===== src/rtl/controlador_transferencia_pkg.sv =====
// Shared definitions for the program loader and the BIOS controller.
// Holds the FSM state encoding, the default widths and the opcodes that both blocks decode.
package controlador_transferencia_pkg;

    localparam int DATA_WIDTH_PADRAO = 32;
    localparam int ADDR_WIDTH_PADRAO = 10;
    localparam int HD_AW_PADRAO      = 12;

    localparam logic [5:0] OPC_HALT  = 6'b111111;
    localparam logic [5:0] OPC_LI_RZ = 6'b001111;

    typedef enum logic [2:0] {
        OCIOSO  = 3'd0,
        LE_TAM  = 3'd1,
        LE_PAL  = 3'd2,
        ESCREVE = 3'd3,
        FIM     = 3'd4
    } estado_t;

    function automatic logic eh_halt(input logic [5:0] opc);
        return (opc == OPC_HALT);
    endfunction

endpackage


===== src/rtl/controlador_transferencia.sv =====
// Copies a length-prefixed program image from the HD into instruction memory,
// one word per read/write pair, then raises a sticky transfOK.
module controlador_transferencia
    import controlador_transferencia_pkg::*;
#(
    parameter int DATA_WIDTH = DATA_WIDTH_PADRAO,
    parameter int ADDR_WIDTH = ADDR_WIDTH_PADRAO,
    parameter int HD_AW      = HD_AW_PADRAO
) (
    input  logic                  clock,
    input  logic                  reset,
    input  logic                  start,
    input  logic [HD_AW-1:0]      hd_base,
    output logic                  hd_req,
    output logic [HD_AW-1:0]      hd_addr,
    input  logic                  hd_ack,
    input  logic [DATA_WIDTH-1:0] hd_data,
    output logic                  mem_we,
    output logic [ADDR_WIDTH-1:0] mem_addr,
    output logic [DATA_WIDTH-1:0] mem_data,
    output logic                  busy,
    output logic                  transfOK,
    output logic                  erro
);

    localparam logic [DATA_WIDTH-1:0] CAPACIDADE = DATA_WIDTH'(1) << ADDR_WIDTH;
    localparam logic [HD_AW-1:0]      PTR_UM     = HD_AW'(1);
    localparam logic [ADDR_WIDTH:0]   CNT_UM     = (ADDR_WIDTH + 1)'(1);

    estado_t               estado_r;
    logic [HD_AW-1:0]      ptr_r;
    logic [ADDR_WIDTH:0]   cnt_r;
    logic [ADDR_WIDTH:0]   n_r;
    logic [ADDR_WIDTH:0]   cnt_prox_s;

    assign cnt_prox_s = cnt_r + CNT_UM;

    // Transfer FSM; every output is a register updated on the state transition that needs it.
    always_ff @(posedge clock) begin
        if (!reset) begin
            estado_r <= OCIOSO;
            ptr_r    <= '0;
            cnt_r    <= '0;
            n_r      <= '0;
            hd_req   <= 1'b0;
            hd_addr  <= '0;
            mem_we   <= 1'b0;
            mem_addr <= '0;
            mem_data <= '0;
            busy     <= 1'b0;
            transfOK <= 1'b0;
            erro     <= 1'b0;
        end else begin
            case (estado_r)
                OCIOSO: begin
                    if (start && !transfOK) begin
                        ptr_r    <= hd_base;
                        hd_addr  <= hd_base;
                        hd_req   <= 1'b1;
                        busy     <= 1'b1;
                        estado_r <= LE_TAM;
                    end
                end
                LE_TAM: begin
                    if (hd_ack) begin
                        n_r   <= hd_data[ADDR_WIDTH:0];
                        ptr_r <= ptr_r + PTR_UM;
                        if (hd_data > CAPACIDADE) begin
                            erro     <= 1'b1;
                            hd_req   <= 1'b0;
                            busy     <= 1'b0;
                            transfOK <= 1'b1;
                            estado_r <= FIM;
                        end else if (hd_data[ADDR_WIDTH:0] == '0) begin
                            hd_req   <= 1'b0;
                            busy     <= 1'b0;
                            transfOK <= 1'b1;
                            estado_r <= FIM;
                        end else begin
                            // hd_req stays high: the first word read starts right away
                            hd_addr  <= ptr_r + PTR_UM;
                            estado_r <= LE_PAL;
                        end
                    end
                end
                LE_PAL: begin
                    if (hd_ack) begin
                        mem_data <= hd_data;
                        mem_addr <= cnt_r[ADDR_WIDTH-1:0];
                        mem_we   <= 1'b1;
                        hd_req   <= 1'b0;
                        ptr_r    <= ptr_r + PTR_UM;
                        estado_r <= ESCREVE;
                    end
                end
                ESCREVE: begin
                    mem_we <= 1'b0;
                    cnt_r  <= cnt_prox_s;
                    if (cnt_prox_s == n_r) begin
                        busy     <= 1'b0;
                        transfOK <= 1'b1;
                        estado_r <= FIM;
                    end else begin
                        hd_req   <= 1'b1;
                        hd_addr  <= ptr_r;
                        estado_r <= LE_PAL;
                    end
                end
                FIM: begin
                    estado_r <= FIM;
                end
                default: begin
                    estado_r <= OCIOSO;
                    hd_req   <= 1'b0;
                    mem_we   <= 1'b0;
                    busy     <= 1'b0;
                end
            endcase
        end
    end

endmodule


===== config.mk =====
export PLATFORM = sky130hd
export DESIGN_NAME = controlador_transferencia
export DESIGN_NICKNAME = d
export VERILOG_FILES = /design/src/rtl/controlador_transferencia_pkg.sv /design/src/rtl/controlador_transferencia.sv
export SDC_FILE = /design/constraint.sdc
export NUM_CORES = 1
export LEC_CHECK = 0
export BUFFER_PORTS_ARGS = -buffer_cell sky130_fd_sc_hd__buf_4
export CAP_MARGIN = 20
export CORE_MARGIN = 2
export CORE_UTILIZATION = 25
export DETAILED_ROUTE_END_ITERATION = 7
export HOLD_SLACK_MARGIN = 0.02
export PLACE_DENSITY = 0.54
export REMOVE_ABC_BUFFERS = 1
export SKIP_CTS_REPAIR_TIMING = 1
export SYNTH_ARGS = -nofsm -noshare
export SYNTH_HDL_FRONTEND = slang
export SYNTH_SLANG_ARGS = --single-unit

===== constraint.sdc =====
create_clock -name clock -period 5.66 [get_ports clock]
set_input_delay 0.849 -clock clock [delete_from_list [all_inputs] [get_ports clock]]
set_output_delay 0.849 -clock clock [all_outputs]
set_load 0.02 [all_outputs]

# Word-level counts from Yosys, hierarchy flattened
# Index checks and enable logic that the tools add are counted.
[word_totals]
word_cells = 83
out_inout_bits = 59
input_bits = 48
register_bits = 96
[op_classes]
bitwise_logic = 3
n_reduce_logical = 20
n_mux = 31
addsub = 2
n_eq_ne = 14
magnitude_cmp = 1
[op_table]
columns = ["cell", "count"]
rows = [
  ["12-bit two-way mux", 6],
  ["12-bit one-hot mux with 3 select lines", 1],
  ["32-bit by 11-bit > comparator with 1-bit output, second input constant", 1],
  ["12-bit one-hot mux with 2 select lines", 1],
  ["3-bit two-way mux", 6],
  ["3-bit one-hot mux with 5 select lines", 1],
  ["2-bit != test, second input constant", 7],
  ["12-bit by 1-bit adder with 12-bit output, second input constant", 1],
  ["1-bit two-way mux", 12],
  ["6-bit AND reduction", 2],
  ["11-bit by 1-bit adder with 11-bit output, second input constant", 1],
  ["11-bit equality test", 1],
  ["11-bit zero test", 1],
  ["3-bit AND reduction", 3],
  ["3-bit by 2-bit equality test with 1-bit output, second input constant", 2],
  ["2-bit AND reduction", 3],
  ["1-bit one-hot mux with 5 select lines", 1],
  ["5-bit AND reduction", 1],
  ["1-bit one-hot mux with 2 select lines", 2],
  ["1-bit one-hot mux with 4 select lines", 1],
  ["4-bit AND reduction", 1],
  ["2-bit nonzero test", 2],
  ["2-bit OR reduction", 2],
  ["3-bit by 1-bit equality test with 1-bit output, second input constant", 1],
  ["other kinds (9)", 11],
]

# Depth between registers and ports, before layout
[logic_depth]
word_depth = 5
mapped_depth = 10

# Worst setup path after synthesis
# Ideal clock, no wire load.
[synth_timing]
kind = "input -> register"
startpoint = "input hd_data[6]"
endpoint = "register hd_addr[8]"
arrival_ns = 2.409
cell_stages = 6
setup_slack_ns = 3.128
setup_ns = 0.123
path_buffers = 0
path_cell_list = "or4_4 > o31ai_2 > nand4b_1 > o21ai_2 > nand3b_4 > mux2_1"
[synth_via]
elab_chain_cells = 3
elab_cells_between_ends = 5
classes_between = "1 x order compare; 2 x eq/ne; 2 x reduce/logical"
[synth_rtl]
columns = ["item", "line_no", "rtl"]
rows = [
  ["start, declared", "controlador_transferencia.sv:17", "input logic [DATA_WIDTH-1:0] hd_data,"],
  ["32-bit by 11-bit > comparator with 1-bit output or 11-bit zero test (tied branches)", "controlador_transferencia.sv:68, controlador_transferencia.sv:74", ""],
  ["2-bit != test (no line)", "-", ""],
  ["6-bit AND reduction (no line) *", "-", ""],
  ["end signal, assigned", "controlador_transferencia.sv:58", "hd_addr <= hd_base;"],
  ["end signal, assigned", "controlador_transferencia.sv:81", "hd_addr <= ptr_r + PTR_UM;"],
  ["end signal, assigned", "controlador_transferencia.sv:105", "hd_addr <= ptr_r;"],
  ["end, declared", "controlador_transferencia.sv:15", "output logic [HD_AW-1:0] hd_addr,"],
]
# Mark *: on every way between the ends. The rest lies on a longest branch, timed or not.
# A chain may end at the register's enable or synchronous reset.

# Worst setup path in the final report
[layout_timing]
startpoint = "input hd_data[16]"
endpoint = "register hd_addr[8]"
[layout_via]
elab_chain_cells = 3
[layout_rtl]
columns = ["item", "line_no", "rtl"]
rows = [
  ["32-bit by 11-bit > comparator with 1-bit output", "controlador_transferencia.sv:68", "if (hd_data > CAPACIDADE) begin"],
  ["2-bit != test (no line)", "-", ""],
  ["6-bit AND reduction (no line)", "-", ""],
]
# Every way passes these cells.

==> results by stage <==
Critical path:
- The kind of critical path is input pin to flip-flop.
- The largest fanout on the critical path is 12.
- STA classifies the critical path endpoint as a flip-flop.
- The sort of element at the start of the critical path is an input pin.
- STA puts the critical path data arrival time at 2.97 ns.
- Data on the critical path is required at its endpoint by 5.91 ns.

Layout:
- At the end of the flow, the number of nets in the layout was 740.
- The proportion of layout cells with a drive suffix above 1 is 20.3%.
- Once layout is complete, the cells apart from fillers number 960.
- The number of antenna diodes in the final layout is 0.
- The layout overhead on the synthesized area is 25.8%.

Drt:
- The first detailed-routing pass took 4 iterations.
- The count of nets left with antenna violations after detail routing is 0.
- In the final routed layout, each cell accounts on average for 13.6 um.
- For this block, the routed nets add up to 13100 um of wire.
- The routed layout has 4330 vias.
- The detailed router's first-iteration violation count is 214.
- The ratio of routed vias to standard cells is 4.51.
- After detailed routing, the number of remaining DRC violations is 0.

Placed design:
- Timing analysis after detailed placement gives a worst setup slack of 2.49 ns.
- Buffers placed on the I/O ports in this run total 106.
- The global placement routability congestion is 0.772.
- After detailed placement, the design holds a cell count of 943.
- The half-perimeter wire length of the detailed placement result is 8850 um.

CTS:
- Clock tree synthesis inserted a total of 9 buffers.
- The number of levels the H-tree was split into is 3.
- The later pin in the worst-skew pair is clocked with a latency of 0.36 ns.
- The number of clock sinks is 96.
- After clock tree synthesis, the clock-pin slew on the worst setup and hold paths is 0.07 ns.
- The clock tree root driver cell is sky130_fd_sc_hd__clkbuf_16.
- TritonCTS built the clock tree.
- The worst-case clock buffer depth is 2.

Logic synthesis:
- The proportion of netlist area held by the largest area contributor is 39.2%.
- The total number of yosys warnings is 0.
- The count of flip-flops with a built-in enable after synthesis is 0.
- After synthesis, flip-flops and latches occupy 39.2% of the total area.
- The most used flip-flop cell after synthesis is sky130_fd_sc_hd__dfxtp_1.
- The share of synthesized registers carrying an async set or reset is 0%.
- Of all cell types, the one taking the most synthesized area is sky130_fd_sc_hd__dfxtp_1.
- Averaged over all synthesized cells, the footprint is 7.97 um2.
- Counting every instance in the synthesized netlist gives 616.
- After synthesis the netlist holds a flip-flop and latch count of 96.
- After synthesis, the netlist uses 56 different library cells.
- After synthesis, the cell types taking the most area are sky130_fd_sc_hd__dfxtp_1 (39%), sky130_fd_sc_hd__nand2_1 (12%), sky130_fd_sc_hd__a21boi_0 (9.6%).
- The synthesized area is 4910 um2.

Pwr:
- The highest ir drop seen on vdd is 0.000129 V.
- For this design the ratio of total power to cell area is 261 nW/um2.
- The leakage power of the design is 0.00237 uW.

Floorplan:
- The floorplan core area is 19300 um2.
- The total number of placement rows is 51.
- The horizontal die dimension is 144 um.
- The count of pins on the block boundary is 107.
- The effective utilization at floorplan is 25.4%.
- The floorplan step defined a die boundary enclosing 20800 um2.
- The chip height is 144 um.

Timing:
- The final cycle utilization of the critical path is 48.1%.
- The final setup slack of the worst path is 2.94 ns.
- The number of setup violations in the final report is 0.
- For the final database, setup skew stands at 0.0121 ns.
- The routed design could run at a clock period as short as 2.72 ns.
- The final hold violation count was 0.
- The number of pins with negative max-slew slack in the final report is 0.
- Setup repair after global routing left no endpoint under its margin.
- The slew at the pin with the worst max-slew slack is 0.999 ns.
- The maximum clock rate is 0.367 GHz.
- Summed over all failing endpoints, the final setup total negative slack is 0 ns.
- In this run the tightest slew margin relative to its limit is 33.4%.

GRT:
- The global-route wire length before repair is 21200 um.
- The met1 track demand over resource in global routing is 16.6%.
- The initial antenna violation count is 0.
- For this run, global-route usage on met2 was measured as 21.1%.
- The number of global-route vias before repair was 4069.
- The pin count of the biggest net entering global routing is 109.
- The overall fraction of global-route tracks in use is 12.9%.
- The aggregate global routing overflow is 0.
- For this run, global-route usage on met3 was measured as 4.11%.
- The most crowded layer after global routing is met2.

Flow run:
- Max-cap violations in this run came to 0.

Status:
- The flow ran to the end, and the final reports show no timing, DRC or antenna violations.

Hold path:
- The path category of the worst min-delay check is flip-flop to flip-flop.
## power by group
group / switching, uW / total [uW] / internal, uW
registers: 32.5 / 737 / 705
logic: 126 / 238 / 112
clock network: 289 / 639 / 350
total: 448 / 1610 / 1170
## cells by family (layout without fill, tap and decap cells)
group                    count (synthesis)  count (layout)  synth area share [%]
XOR/XNOR                                24              24                  4.28
AND/OR/NAND/NOR                        269             269                  26.1
buffers and inverters                   56             135                  4.92
multiplexers                            15              15                  3.11
AO/OA/AOI/OAI                          153             153                  21.7
flip-flops                              96              96                  39.2
adder cells (fa/ha/maj)                  3               3                 0.714
## synth_stat cells (all sizes together), types with 13 or more instances
cell and number:
a21boi 63, a21oi 14, clkbuf 42, dfxtp 96, mux2i 13, nand2 151
nand3 19, nor2 17, nor2b 15, o21ai 32, xnor2 16
## cell usage in the layout, fill, tap and decap left out, types with 3 or more instances in the layout
cell type,instances
sky130_fd_sc_hd__o31ai_1,8
sky130_fd_sc_hd__or2_2,4
sky130_fd_sc_hd__nand3_1,18
sky130_fd_sc_hd__a22oi_1,9
sky130_fd_sc_hd__dfxtp_1,96
sky130_fd_sc_hd__o211ai_1,8
sky130_fd_sc_hd__nor2b_1,15
sky130_fd_sc_hd__nand2_1,151
sky130_fd_sc_hd__o21ai_0,31
sky130_fd_sc_hd__nor3b_1,3
sky130_fd_sc_hd__xor2_1,8
sky130_fd_sc_hd__mux2i_1,13
sky130_fd_sc_hd__clkbuf_16,9
sky130_fd_sc_hd__nor4_1,6
sky130_fd_sc_hd__nor2_1,17
sky130_fd_sc_hd__and4_1,3
sky130_fd_sc_hd__a21boi_0,63
sky130_fd_sc_hd__and3_1,10
sky130_fd_sc_hd__buf_4,111
sky130_fd_sc_hd__xnor2_1,16
sky130_fd_sc_hd__inv_1,7
sky130_fd_sc_hd__a21oi_1,14
sky130_fd_sc_hd__or3_1,9
sky130_fd_sc_hd__nor3_1,6
sky130_fd_sc_hd__and2_1,10
sky130_fd_sc_hd__nand2b_1,8
## stage by stage
stage | hold slack, ns | util (%) | instance area, um2 | power [uW]
global placement | 0.451 | 30.3 | 5860 | 989
floorplan | 0.455 | - | 4690 | 887
CTS | 0.470 | 31.9 | 6160 | 1640
finish | 0.462 | 31.9 | 6180 | 1610
global route | 0.483 | 31.9 | 6180 | 1700
detailed placement | 0.455 | 30.3 | 5860 | 990
## area by class of cell
| class | count | area, um2 |
|---|---|---|
| well taps | 265 | 332 |
| fillers | 2063 | 13200 |
| inverters | 7 | 26.3 |
| clock inverters | 6 | 75.1 |
| flip-flops and latches | 96 | 1920 |
| repair buffers | 112 | 848 |
| clock buffers | 10 | 229 |
| multi-input cells | 464 | 2750 |
## flip-flops by register name, summed over array words and instances, names as in the netlist
signal    cells
estado_r      3
n_r          11
erro          1
mem_data     32
hd_addr      12
mem_we        1
cnt_r        11
transfOK      1
ptr_r        12
busy          1
hd_req        1
mem_addr     10
## worst max-delay path: stages
cell and delay (ns):
sky130_fd_sc_hd__buf_4 0.11, sky130_fd_sc_hd__or4_1 0.53, sky130_fd_sc_hd__nor3_1 0.30, sky130_fd_sc_hd__nand4b_1 0.29
sky130_fd_sc_hd__o21ai_2 0.24, sky130_fd_sc_hd__nand3b_4 0.26, sky130_fd_sc_hd__mux2_1 0.38
## per-layer routing
metal | routed length [um] | vias up | part of all wire (%)
met5 | 0 | - | 0
li1 | - | 2266 | -
met3 | 652 | 10 | 5.0
met4 | 129 | 0 | 0.99
met1 | 6160 | 1987 | 47
met2 | 6130 | 67 | 47
## path summary, 6_finish.rpt
path / cells after the start / endpoint / startpoint / slack [ns]
min: 2 / hd_addr[11] / hd_addr[11] / 0.46
max: 7 / hd_addr[8] / hd_data[16] / 2.94
max reg2reg: 8 / hd_addr[10] / cnt_r[0] / 2.94
min reg2reg: 2 / hd_addr[11] / hd_addr[11] / 0.46
No activity file was read; power rests on OpenSTA's default activity.
